==> src/rtl/clock_chain_ctrl.sv <==
// Sequencer for six cascaded BCD decade counters forming an HH:MM:SS clock.
// Issues registered single-cycle enable/load pulses for the run and time-set modes.
module clock_chain_ctrl #(
  parameter logic [3:0] HR_WRAP_TENS = 4'd2,
  parameter logic [3:0] HR_WRAP_ONES = 4'd3
) (
  input  logic        clk,
  input  logic        notMr,
  input  logic        tick,
  input  logic        btn_mode,
  input  logic        btn_inc,
  input  logic [23:0] digit_q,
  output logic [5:0]  cnt_en,
  output logic [5:0]  cnt_load_n,
  output logic [23:0] cnt_d,
  output logic [1:0]  mode,
  output logic        blink
);

  typedef enum logic [1:0] {
    RUN     = 2'd0,
    SET_HR  = 2'd1,
    SET_MIN = 2'd2
  } mode_e;

  localparam int S1  = 0;
  localparam int S10 = 1;
  localparam int M1  = 2;
  localparam int M10 = 3;
  localparam int H1  = 4;
  localparam int H10 = 5;

  mode_e       mode_q, mode_d;
  logic [5:0]  cnt_en_q, cnt_en_d;
  logic [5:0]  cnt_load_n_q, cnt_load_n_d;
  logic [23:0] cnt_d_q, cnt_d_d;
  logic        blink_q, blink_d;
  logic        mode_hist_q, mode_hist_d;
  logic        inc_hist_q, inc_hist_d;
  logic        pending_q, pending_d;

  logic [3:0] h10, h1, m10, m1, s10, s1;
  logic       c0, c1, c2, c3, hw;
  logic       mode_evt, inc_evt;

  assign {h10, h1, m10, m1, s10, s1} = digit_q;

  assign c0 = (s1 == 4'd9);
  assign c1 = c0 & (s10 == 4'd5);
  assign c2 = c1 & (m1 == 4'd9);
  assign c3 = c2 & (m10 == 4'd5);
  assign hw = (h10 == HR_WRAP_TENS) & (h1 == HR_WRAP_ONES);

  assign mode_evt = btn_mode & ~mode_hist_q;
  assign inc_evt  = btn_inc & ~inc_hist_q;

  // NOTE: every output of this block gets a default first, so no path can infer a latch.
  always_comb begin
    mode_d       = mode_q;
    blink_d      = blink_q;
    cnt_en_d     = '0;
    cnt_load_n_d = '1;
    cnt_d_d      = '0;
    mode_hist_d  = btn_mode;
    inc_hist_d   = btn_inc;

    // While a pulse is at the counters the feedback is stale; drop all events.
    if (!pending_q) begin
      if (mode_evt) begin
        case (mode_q)
          RUN: begin
            mode_d            = SET_HR;
            cnt_load_n_d[S1]  = 1'b0;
            cnt_load_n_d[S10] = 1'b0;
          end
          SET_HR:  mode_d = SET_MIN;
          default: mode_d = RUN;
        endcase
      end else if (inc_evt && mode_q != RUN) begin
        if (mode_q == SET_HR) begin
          if (hw) begin
            cnt_load_n_d[H1]  = 1'b0;
            cnt_load_n_d[H10] = 1'b0;
          end else if (h1 == 4'd9) begin
            cnt_en_d[H1]  = 1'b1;
            cnt_en_d[H10] = 1'b1;
          end else begin
            cnt_en_d[H1] = 1'b1;
          end
        end else if (mode_q == SET_MIN) begin
          if (m10 == 4'd5 && m1 == 4'd9) begin
            cnt_load_n_d[M1]  = 1'b0;
            cnt_load_n_d[M10] = 1'b0;
          end else if (m1 == 4'd9) begin
            cnt_en_d[M1]  = 1'b1;
            cnt_en_d[M10] = 1'b1;
          end else begin
            cnt_en_d[M1] = 1'b1;
          end
        end
      end else if (tick) begin
        if (mode_q == RUN) begin
          cnt_en_d[S1] = 1'b1;
          if (c1)      cnt_load_n_d[S10] = 1'b0;
          else if (c0) cnt_en_d[S10]     = 1'b1;
          cnt_en_d[M1] = c1;
          if (c3)      cnt_load_n_d[M10] = 1'b0;
          else if (c2) cnt_en_d[M10]     = 1'b1;
          if (c3 && hw) begin
            cnt_load_n_d[H1]  = 1'b0;
            cnt_load_n_d[H10] = 1'b0;
          end else if (c3) begin
            cnt_en_d[H1] = 1'b1;
            if (h1 == 4'd9) cnt_en_d[H10] = 1'b1;
          end
        end else begin
          blink_d = ~blink_q;
        end
      end
    end

    if (mode_d == RUN) blink_d = 1'b0;
    pending_d = (|cnt_en_d) | ~(&cnt_load_n_d);
  end

  // NOTE: sequential state uses non-blocking assignments so all flops update together.
  always_ff @(posedge clk or negedge notMr) begin
    if (!notMr) begin
      mode_q       <= RUN;
      cnt_en_q     <= '0;
      cnt_load_n_q <= '1;
      cnt_d_q      <= '0;
      blink_q      <= 1'b0;
      mode_hist_q  <= 1'b0;
      inc_hist_q   <= 1'b0;
      pending_q    <= 1'b0;
    end else begin
      mode_q       <= mode_d;
      cnt_en_q     <= cnt_en_d;
      cnt_load_n_q <= cnt_load_n_d;
      cnt_d_q      <= cnt_d_d;
      blink_q      <= blink_d;
      mode_hist_q  <= mode_hist_d;
      inc_hist_q   <= inc_hist_d;
      pending_q    <= pending_d;
    end
  end

  assign cnt_en     = cnt_en_q;
  assign cnt_load_n = cnt_load_n_q;
  assign cnt_d      = cnt_d_q;
  assign mode       = mode_q;
  assign blink      = blink_q;

endmodule

==> config.mk <==
export PLATFORM = sky130hd
export DESIGN_NAME = clock_chain_ctrl
export DESIGN_NICKNAME = d
export VERILOG_FILES = /design/src/rtl/clock_chain_ctrl.sv
export SDC_FILE = /design/constraint.sdc
export NUM_CORES = 1
export LEC_CHECK = 0
export BUFFER_PORTS_ARGS = -buffer_cell sky130_fd_sc_hd__buf_2
export CAP_MARGIN = 20
export CORE_MARGIN = 1
export CORE_UTILIZATION = 32
export CTS_BUF_LIST = sky130_fd_sc_hd__clkbuf_8
export DETAILED_ROUTE_END_ITERATION = 10
export PLACE_DENSITY = 0.64
export REMOVE_ABC_BUFFERS = 1
export SYNTH_ARGS = -nofsm -noshare
export SYNTH_HDL_FRONTEND = slang
export SYNTH_SLANG_ARGS = --single-unit
==> constraint.sdc <==
create_clock -name clk -period 1.7 [get_ports clk]
set_input_delay 0.17 -clock clk [delete_from_list [all_inputs] [get_ports clk]]
set_output_delay 0.17 -clock clk [all_outputs]
set_load 0.05 [all_outputs]
### Word-level counts from Yosys, hierarchy flattened

Index checks and enable logic that the tools add are counted.

| cells by class | value |
|---|---|
| eq/ne operators | 13 |
| multiplexer cells | 48 |
| reductions and logical operators | 10 |
| divide/modulo/power cells | 0 |
| shift-type cells | 0 |
| multiply operators | 0 |
| bitwise operators | 11 |
| add/subtract/negate cells | 0 |
| $lt $le $gt $ge | 0 |

Operators with widths:

| cell | number |
|---|---|
| $mux W2 | 17 |
| $mux W6 | 5 |
| $mux W1 | 20 |
| $eq A4 B4 Y1 const B | 3 |
| $mux W3 | 3 |
| $eq A4 B2 Y1 const B | 2 |
| $eq A4 B3 Y1 const B | 2 |
| $mux W4 | 2 |
| $ne A2 B1 Y1 const B | 4 |
| $and A1 B1 Y1 | 6 |
| $reduce_and A6 Y1 | 1 |
| $reduce_or A6 Y1 | 1 |
| $reduce_and A5 Y1 | 1 |
| $logic_not A2 Y1 | 2 |
| $not A1 Y1 | 4 |
| $pmux W2 S2 | 1 |
| $reduce_bool A2 Y1 | 2 |
| $logic_and A1 B1 Y1 | 3 |
| $eq A2 B1 Y1 const B | 1 |
| $eq A2 B2 Y1 const B | 1 |
| $or A1 B1 Y1 | 1 |

| word-level totals | value |
|---|---|
| bits in latches | 0 |
| output and inout port bits | 39 |
| word-level logic and storage cells | 89 |
| memories | 0 |
| RAM bits | 0 |
| ROM bits | 0 |
| flip-flop bits (word level) | 18 |

### Longest topological paths before layout

Gate-level depths: netlist of the first run.

| depth | value |
|---|---|
| depth after elaboration | 14 |
| mapped depth | 6 |

### Worst setup path after synthesis of the first run

OpenSTA, ideal clock, no wires.

| timing | value |
|---|---|
| kind | register to register |
| from | register mode_q[0] (netlist: mode[0]) |
| to | register cnt_load_n_q[4] (netlist: cnt_load_n[4]) |
| stages on the path, launching flop included | 5 |
| setup slack | -297 ps |
| arrival time | 1903 ps |
| buffers on the path | 0 |
| cells stage by stage | dfrtp_1 -> or3b_4 -> nor3_2 -> a31oi_1 -> or4_1 |

| between the ends | value |
|---|---|
| cells in the longest elaborated chain, start to end | 6 |

Ends and longest elaborated chain:

| item | line | RTL |
|---|---|---|
| start: declaration | 33 | `mode_e mode_q, mode_d;` |
| start signal: assignment | 138 | `mode_q <= mode_d;` |
| $logic_not A2 Y1 | 102 | `if (mode_q == RUN) begin` |
| $mux W3 | 102 |  |
| $mux W3 | 101 | `end else if (tick) begin` |
| $mux W3 * | 79 | `end else if (inc_evt && mode_q != RUN) begin` |
| $mux W4 * | 69 | `if (mode_evt) begin` |
| $mux W6 * | 68 | `if (!pending_q) begin` |
| net cnt_load_n_d[4] | 35 | `logic [5:0] cnt_load_n_q, cnt_load_n_d;` |
| end signal: assignment | 140 | `cnt_load_n_q <= cnt_load_n_d;` |
| end: declaration | 35 |  |

Mark *: on every way through the listed nets, which the timed path passes. The rest lies on a longest branch.
A chain may end at the register's enable or synchronous reset.

### Final worst setup path of the first run

| timing | value |
|---|---|
| from | register mode_q[1] (netlist: mode[1]) |
| to | register cnt_load_n_q[4] (netlist: cnt_load_n[4]) |

Same word-level chain as after synthesis.

==> results of run 1 <==
[cells by family (layout without fill, tap and decap cells)]
logic type / after synthesis / count (layout)
AO/OA/AOI/OAI: 13 / 13
flip-flops: 17 / 17
other: 1 / 24
buffers and inverters: 27 / 55
AND/OR/NAND/NOR: 39 / 39
[final cells by class]
type / instances / area [sq um] / share of cell area (%)
Multi-Input combinational cell: 76 / 494.2 / 38.57
Sequential cell: 17 / 431.7 / 33.69
Inverter: 2 / 7.507 / 0.5859
Timing Repair Buffer: 49 / 262.8 / 20.51
Clock inverter: 1 / 5.005 / 0.3906
Tap cell: 31 / 38.79 / 3.027
Clock buffer: 3 / 41.29 / 3.223
[what timing repair did]
item,4_1_cts,5_1_grt
setup buffers,0,1
hold endpoints to repair,12,0
hold buffers,1,0
resized for setup,1,5
pin swaps,2,4
endpoints found under the setup margin,1,2
[path summary, 6_finish.rpt]
path / from / to / slack (ns) / cells past startpoint
setup / recovery: mode[1] / cnt_load_n[4] / 0.03 / 4
min in group asynchronous: notMr / cnt_en[4] / 0.36 / 2
hold / removal: btn_mode / mode_hist_q / 0.04 / 1
max in group asynchronous: notMr / cnt_load_n[2] / 1.03 / 2
setup reg to reg: mode[1] / cnt_load_n[4] / 0.03 / 4
hold reg to reg: mode[0] / cnt_en[2] / 0.60 / 2
[layer usage]
layer	GRT usage [%]	up-vias	share of wire (%)
met5	0	-	0
met4	7.823	0	1.7
met3	3.125	6	7.2
met2	25.62	45	52
met1	13.90	397	39
li1	-	395	-
[layout by cell type, fill, tap and decap left out, drive strengths merged, types with 3 or more instances in the layout]
cell,count
nand4bb,4
dfstp,5
clkbuf,3
conb,24
nand2,8
nor2,6
nand2b,4
o21ai,3
buf,48
nor4,3
dfrtp,12
[critical path: cells and delay by family (launching register included)]
kind	cells	cell delay, ns
DFF	1	0.39
AOI/OAI and AO/OA	1	0.13
and+or+nand+nor	3	1.07
[report_power, final]
part / total, W / switching [W] / internal, W
sequential: 0.000519 / 0.0000456 / 0.000474
combinational: 0.000709 / 0.000520 / 0.000189
clock: 0.000299 / 0.000136 / 0.000163
[registers in the layout, indices dropped and copies added (netlist names)]
register / flops
cnt_en: 6
cnt_load_n: 5
mode: 2
blink: 1
inc_hist_q: 1
mode_hist_q: 1
pending_q: 1
[per-stage QoR]
step | power [W] | std cells | hold slack, ns
6_report | 0.001527 | 179 | 0.04484
4_1_cts | 0.001504 | 178 | 0.04354
2_1_floorplan | 0.001012 | 95 | -0.1256
3_5_place_dp | 0.001200 | 173 | 0.1082
5_1_grt | 0.001596 | 179 | 0.04058
3_3_place_gp | 0.001183 | 173 | 0.1023
==> out/summary.txt, run 1 <==
worst path cell trace = or3b_4, nor3_4, a31oi_2, or4_4
launching element type of the critical path = register
cells taking the most area after synthesis = sky130_fd_sc_hd__dfrtp_1 30%, sky130_fd_sc_hd__buf_4 19%, sky130_fd_sc_hd__dfstp_2 13%
number of antenna-violating nets in the routed design = 0
n_diodes = 0
clock transition at the registers of the reported paths = 0.06 ns
highest ir drop seen on vdd = 0.5063 mV
Layout fillers = 271
routed length per instance = 13.07 um
initial cell density of the core = 34.96%
maximum fanout count along the critical path = 3
Mapped Area = 997.2 sq um
via count of the first global-routing pass = 826
1st-iter DRT viols = 23
final critical-path required period = 1.667 ns
TritonCTS clock tree = built
top cell type's share of synthesized area = 30.11%
library cell used as clock root buffer = sky130_fd_sc_hd__clkbuf_8
async set-or-reset flop fraction in the synthesized netlist = 100.0%
setup-violating endpoint count in the final report = 0
biggest area consumer among synthesized cells = sky130_fd_sc_hd__dfrtp_1
violated checks = design-rule violations
type of the most critical hold path = input pin to register
overall fraction of global-route tracks in use = 13.73%
die area = 3344 sq um
final hold violation count = 0
unrepaired setup endpoints after global routing = true
number of placed I/O pins = 68
Placement Cell Area = 1180 sq um
area fraction in compound gates after synthesis = 9.034%
endpoint type of the worst setup path = register
fraction of the core area covered by cells at the end of the flow = 44.91%
status = finished, violations left
slowest library cell on the worst path = sky130_fd_sc_hd__or3b_4
Synth Area in Adders = 0%
number of buffers on the longest clock path = 2
global-route wire length before repair = 3.491 mm
critical path type = register to register
detailed-route via count = 843
die height = 57.83 um
most frequently used cell type in the post-synthesis netlist = sky130_fd_sc_hd__buf_4
share of final-layout standard cells stronger than drive strength 1 = 45.27%
maximum number of pins on one net before global-route repair = 18
gr ovfl total = 0
Seq cells post-synth = 17
core area = 2853 sq um
setup TNS = 0 ns
worst path setup slack after routing = 0.03320 ns
TritonCTS buffer count = 3
leakage power total = 0.6542 nW
count of pins over their slew limit = 0
worst slack after detailed placement = -0.02176 ns
max-cap check violation count = 0
Clock Latency Late Sink = 0.25 ns
YS warnings = 0
Distinct cells, synth = 33
sequential cell area fraction in the yosys report = 43.29%
number of core rows = 19
first drt pass iteration count = 10
residual DRC count = 6
highest clock frequency the design can meet = 0.6000 GHz
sinks on the clock net = 17
Synth Area in Simple Gates = 27.73%
post-detailed-routing wire length = 2.340 mm
Placer Congestion = 0.9441
horizontal extent of the die = 57.83 um
maximum single-stage delay on the critical path = 0.43 ns
critical path data arrival time = 1.84 ns
Post-synth top cells = 25 x sky130_fd_sc_hd__buf_4, 12 x sky130_fd_sc_hd__dfrtp_1, 8 x sky130_fd_sc_hd__nand2_1, 6 x sky130_fd_sc_hd__nor2_1, 5 x sky130_fd_sc_hd__dfstp_2
main combinational cell family by area after synthesis = simple AND/OR/NAND/NOR gates
mean area per synthesized cell = 10.28 sq um
growth of design area from synthesis to finish = 28.48%
final cycle utilization of the critical path = 98.05%
CTS HTree Levels = 1
multiplexer fraction of the synthesized cell area = 0%
net count reported at finish = 178
count of flip-flops with a built-in enable after synthesis = 0
cells after synthesis = 97
Post-DP HPWL = 1.792 mm
via density per instance = 4.709
final non-filler cell area = 1281 sq um
power density normalized to cell area = 1192 nW/um^2
Fin Clk Skew = 0.001794 ns
Main synth FF type = sky130_fd_sc_hd__dfrtp_1
number of antenna violations at the first check in global routing = 0
xor and xnor area share after synthesis = 0%
required time of the critical path = 1.87 ns
Buffers on Ports = 43
Note: power is estimated with default switching activity, not from simulation.
==> run 2, diff against run 1 <==
ABC_AREA = 1   (was default)
CTS_CLUSTER_SIZE = 10   (was default)
PLACE_DENSITY = 0.63   (was 0.64)
==> run 2 against run 1 <==
  * The run now ends clean
  * Clock-buffer cell count is the same
  * Cell count increased by 27%
  * First-iteration DRC count decreased by 52%
  * Total power about the same
  * Register-to-register slack improved by 0.30 ns
  * Global-route usage decreased by 2.1 points
  * Synthesized cell count rose by 41%
  * Non-clock buffer count down 5
  * Via count up 4.0%
  * Critical path type unchanged
  * Largest power group unchanged
==> out/summary.txt, run 2 <==
status = completed
unrepaired setup endpoints after global routing = false
count of flip-flops with a built-in enable after synthesis = 0
YS warnings = 0
TritonCTS buffer count = 3
residual DRC count = 0
most common library cell in the layout ignoring fill and taps = sky130_fd_sc_hd__buf_2
required time of the critical path = 1.89 ns
family with the most delay on the worst path = simple AND/OR/NAND/NOR gates
share of power burned in combinational logic = 45.8%
switching pwr = 0.0007189 W
critical path type = register to register
critical path data arrival time = 1.56 ns
number of core rows = 20
count of pins over their slew limit = 0
fraction of the core area covered by cells at the end of the flow = 41.69%
core area = 3103 sq um
CTS HTree Levels = 1
n_diodes = 0
number of antenna-violating nets in the routed design = 0
setup TNS = 0 ns
launching element type of the critical path = register
maximum single-stage delay on the critical path = 0.45 ns
final hold violation count = 0
gr ovfl total = 0
horizontal extent of the die = 59.79 um
type of the most critical hold path = input pin to register
max-cap check violation count = 0
number of cells after detailed placement = 222
Fin Clk Skew = 0.0005914 ns
initial cell density of the core = 34.44%
highest clock frequency the design can meet = 0.7312 GHz
final critical-path required period = 1.368 ns
switching portion of total power = 47.03%
highest ir drop seen on vdd = 0.5108 mV
Mapped Area = 1069 sq um
Post-DP HPWL = 1.552 mm
endpoint type of the worst setup path = register
worst path cell trace = nor2_4, nand2_2, nor2_4, nand3_2, nand2_2, and2_1, nor2_1, nand2_1
Distinct cells, synth = 24
top cell type's share of synthesized area = 28.10%
Critical path buffers and inverters = 0
async set-or-reset flop fraction in the synthesized netlist = 100.0%
Placer Congestion = 0.8538
P_int = 0.0008098 W
global-route wire length before repair = 3.070 mm
die height = 59.79 um
max FFs per register = 6
maximum number of pins on one net before global-route repair = 18
sequential cell area fraction in the yosys report = 40.40%
Clock Latency Late Sink = 0.25 ns
Post-synth top cells = 26 x sky130_fd_sc_hd__nand2_1, 25 x sky130_fd_sc_hd__buf_4, 19 x sky130_fd_sc_hd__inv_1, 19 x sky130_fd_sc_hd__nor2_1, 12 x sky130_fd_sc_hd__dfrtp_1
library cell used as clock root buffer = sky130_fd_sc_hd__clkbuf_8
post-detailed-routing wire length = 1.801 mm
1st-iter DRT viols = 11
Layout fillers = 335
final std cells w/o fill = 227
clock transition at the registers of the reported paths = 0.06 ns
overall fraction of global-route tracks in use = 11.65%
number of placed I/O pins = 68
routed length per instance = 7.934 um
TritonCTS clock tree = built
first drt pass iteration count = 4
leakage power total = 0.7639 nW
power density normalized to cell area = 1182 nW/um^2
commonest non-fill, non-tap cells in the layout = 43 x sky130_fd_sc_hd__buf_2, 26 x sky130_fd_sc_hd__nand2_1, 24 x sky130_fd_sc_hd__conb_1, 19 x sky130_fd_sc_hd__inv_1, 19 x sky130_fd_sc_hd__nor2_1
slowest library cell on the worst path = sky130_fd_sc_hd__dfrtp_1
number of buffers inserted for hold repair after clock tree synthesis = 1
Buffers on Ports = 43
share of final-layout standard cells stronger than drive strength 1 = 34.97%
share of total power in sequential cells = 35.2%
via count of the first global-routing pass = 809
cells taking the most area after synthesis = sky130_fd_sc_hd__dfrtp_1 28%, sky130_fd_sc_hd__buf_4 18%, sky130_fd_sc_hd__dfstp_2 12%
mean area per synthesized cell = 7.799 sq um
most frequently used cell type in the post-synthesis netlist = sky130_fd_sc_hd__nand2_1
Post-CTS Resized = 0
Main synth FF type = sky130_fd_sc_hd__dfrtp_1
cells after synthesis = 137
detailed-route via count = 877
growth of design area from synthesis to finish = 21.08%
sinks on the clock net = 17
maximum fanout count along the critical path = 6
number of buffers inserted to repair setup after CTS = 0
number of antenna violations at the first check in global routing = 0
die area = 3574 sq um
final cycle utilization of the critical path = 80.44%
Clk network pwr share = 19.0%
Seq cells post-synth = 17
net count reported at finish = 213
via density per instance = 3.863
biggest area consumer among synthesized cells = sky130_fd_sc_hd__dfrtp_1
number of buffers on the longest clock path = 2
setup-violating endpoint count in the final report = 0
-- run 2: cell types whose count changed after synthesis, sizes merged, moves of 3 or more --
cell     change
nand2       +22
nand4        +3
nor2        +16
nand3        +4
nand4bb      -4
inv         +19
nand2b       -4
nor4         -3
-- run 2: layout make-up --
type,count,area (sq um),share of cell area [%]
multi-input cells,97,456.7,35.30
flip-flops and latches,17,431.7,33.37
well taps,44,55.05,4.255
inverters,21,78.83,6.093
clock buffers,3,41.29,3.191
clock inverters,1,5.005,0.3868
repair buffers,44,225.2,17.41
-- run 2: final timing paths --
kind / from / to / slack, ns / cells past startpoint
max: mode[0] / pending_q / 0.33 / 8
min: btn_inc / inc_hist_q / 0.04 / 1
max reg2reg: mode[0] / pending_q / 0.33 / 8
min reg2reg: blink / blink / 0.55 / 2
max in group asynchronous: notMr / cnt_load_n[4] / 1.05 / 2
min in group asynchronous: notMr / cnt_en[1] / 0.35 / 2
-- run 2: per-stage QoR --
stage	area (sq um)	total power (W)	setup slack (ns)	hold slack, ns
2_1_floorplan	967.2	0.001100	0.2222	-0.1256
3_3_place_gp	1237	0.001246	0.3250	0.1070
3_5_place_dp	1237	0.001249	0.3304	0.1032
4_1_cts	1294	0.001546	0.3182	0.04124
5_1_grt	1294	0.001634	0.2313	0.03311
6_report	1294	0.001529	0.3324	0.04332
-- run 2: layer usage --
layer | part of all wire (%) | vias to the layer above | routed length, um | global-route usage, %
met2 | 47 | 47 | 840 | 20.63
met3 | 10 | 4 | 184 | 4.545
li1 | - | 456 | - | -
met1 | 42 | 370 | 760 | 12.94
met4 | 0.89 | 0 | 16 | 2.990
met5 | 0 | - | 0 | 0
-- run 2: power groups by stage --
| stage | clock (W) | combinational (W) | sequential (W) |
|---|---|---|---|
| 3_5_place_dp | 0 | 0.000702 | 0.000547 |
| 2_1_floorplan | 0 | 0.000374 | 0.000726 |
| 6_report | 0.000290 | 0.000701 | 0.000538 |
| 3_3_place_gp | 0 | 0.000700 | 0.000546 |
| 4_1_cts | 0.000301 | 0.000706 | 0.000539 |
| 5_1_grt | 0.000321 | 0.000767 | 0.000546 |
-- run 2: worst register-to-register path, cell delays in order (launching register included) --
cell	delay [ns]
sky130_fd_sc_hd__dfrtp_1	0.45
sky130_fd_sc_hd__nor2_4	0.17
sky130_fd_sc_hd__nand2_2	0.09
sky130_fd_sc_hd__nor2_4	0.13
sky130_fd_sc_hd__nand3_2	0.10
sky130_fd_sc_hd__nand2_2	0.10
sky130_fd_sc_hd__and2_1	0.17
sky130_fd_sc_hd__nor2_1	0.06
sky130_fd_sc_hd__nand2_1	0.05
-- run 2: kinds of logic (layout without fill, tap and decap cells) --
logic type / after synthesis / count (layout) / synth area share, %
AOI/OAI and AO/OA: 6 / 6 / 3.278
and+or+nand+nor: 67 / 67 / 31.03
other: 1 / 24 / 0.3510
buffers and inverters: 46 / 69 / 24.94
DFF: 17 / 17 / 40.40
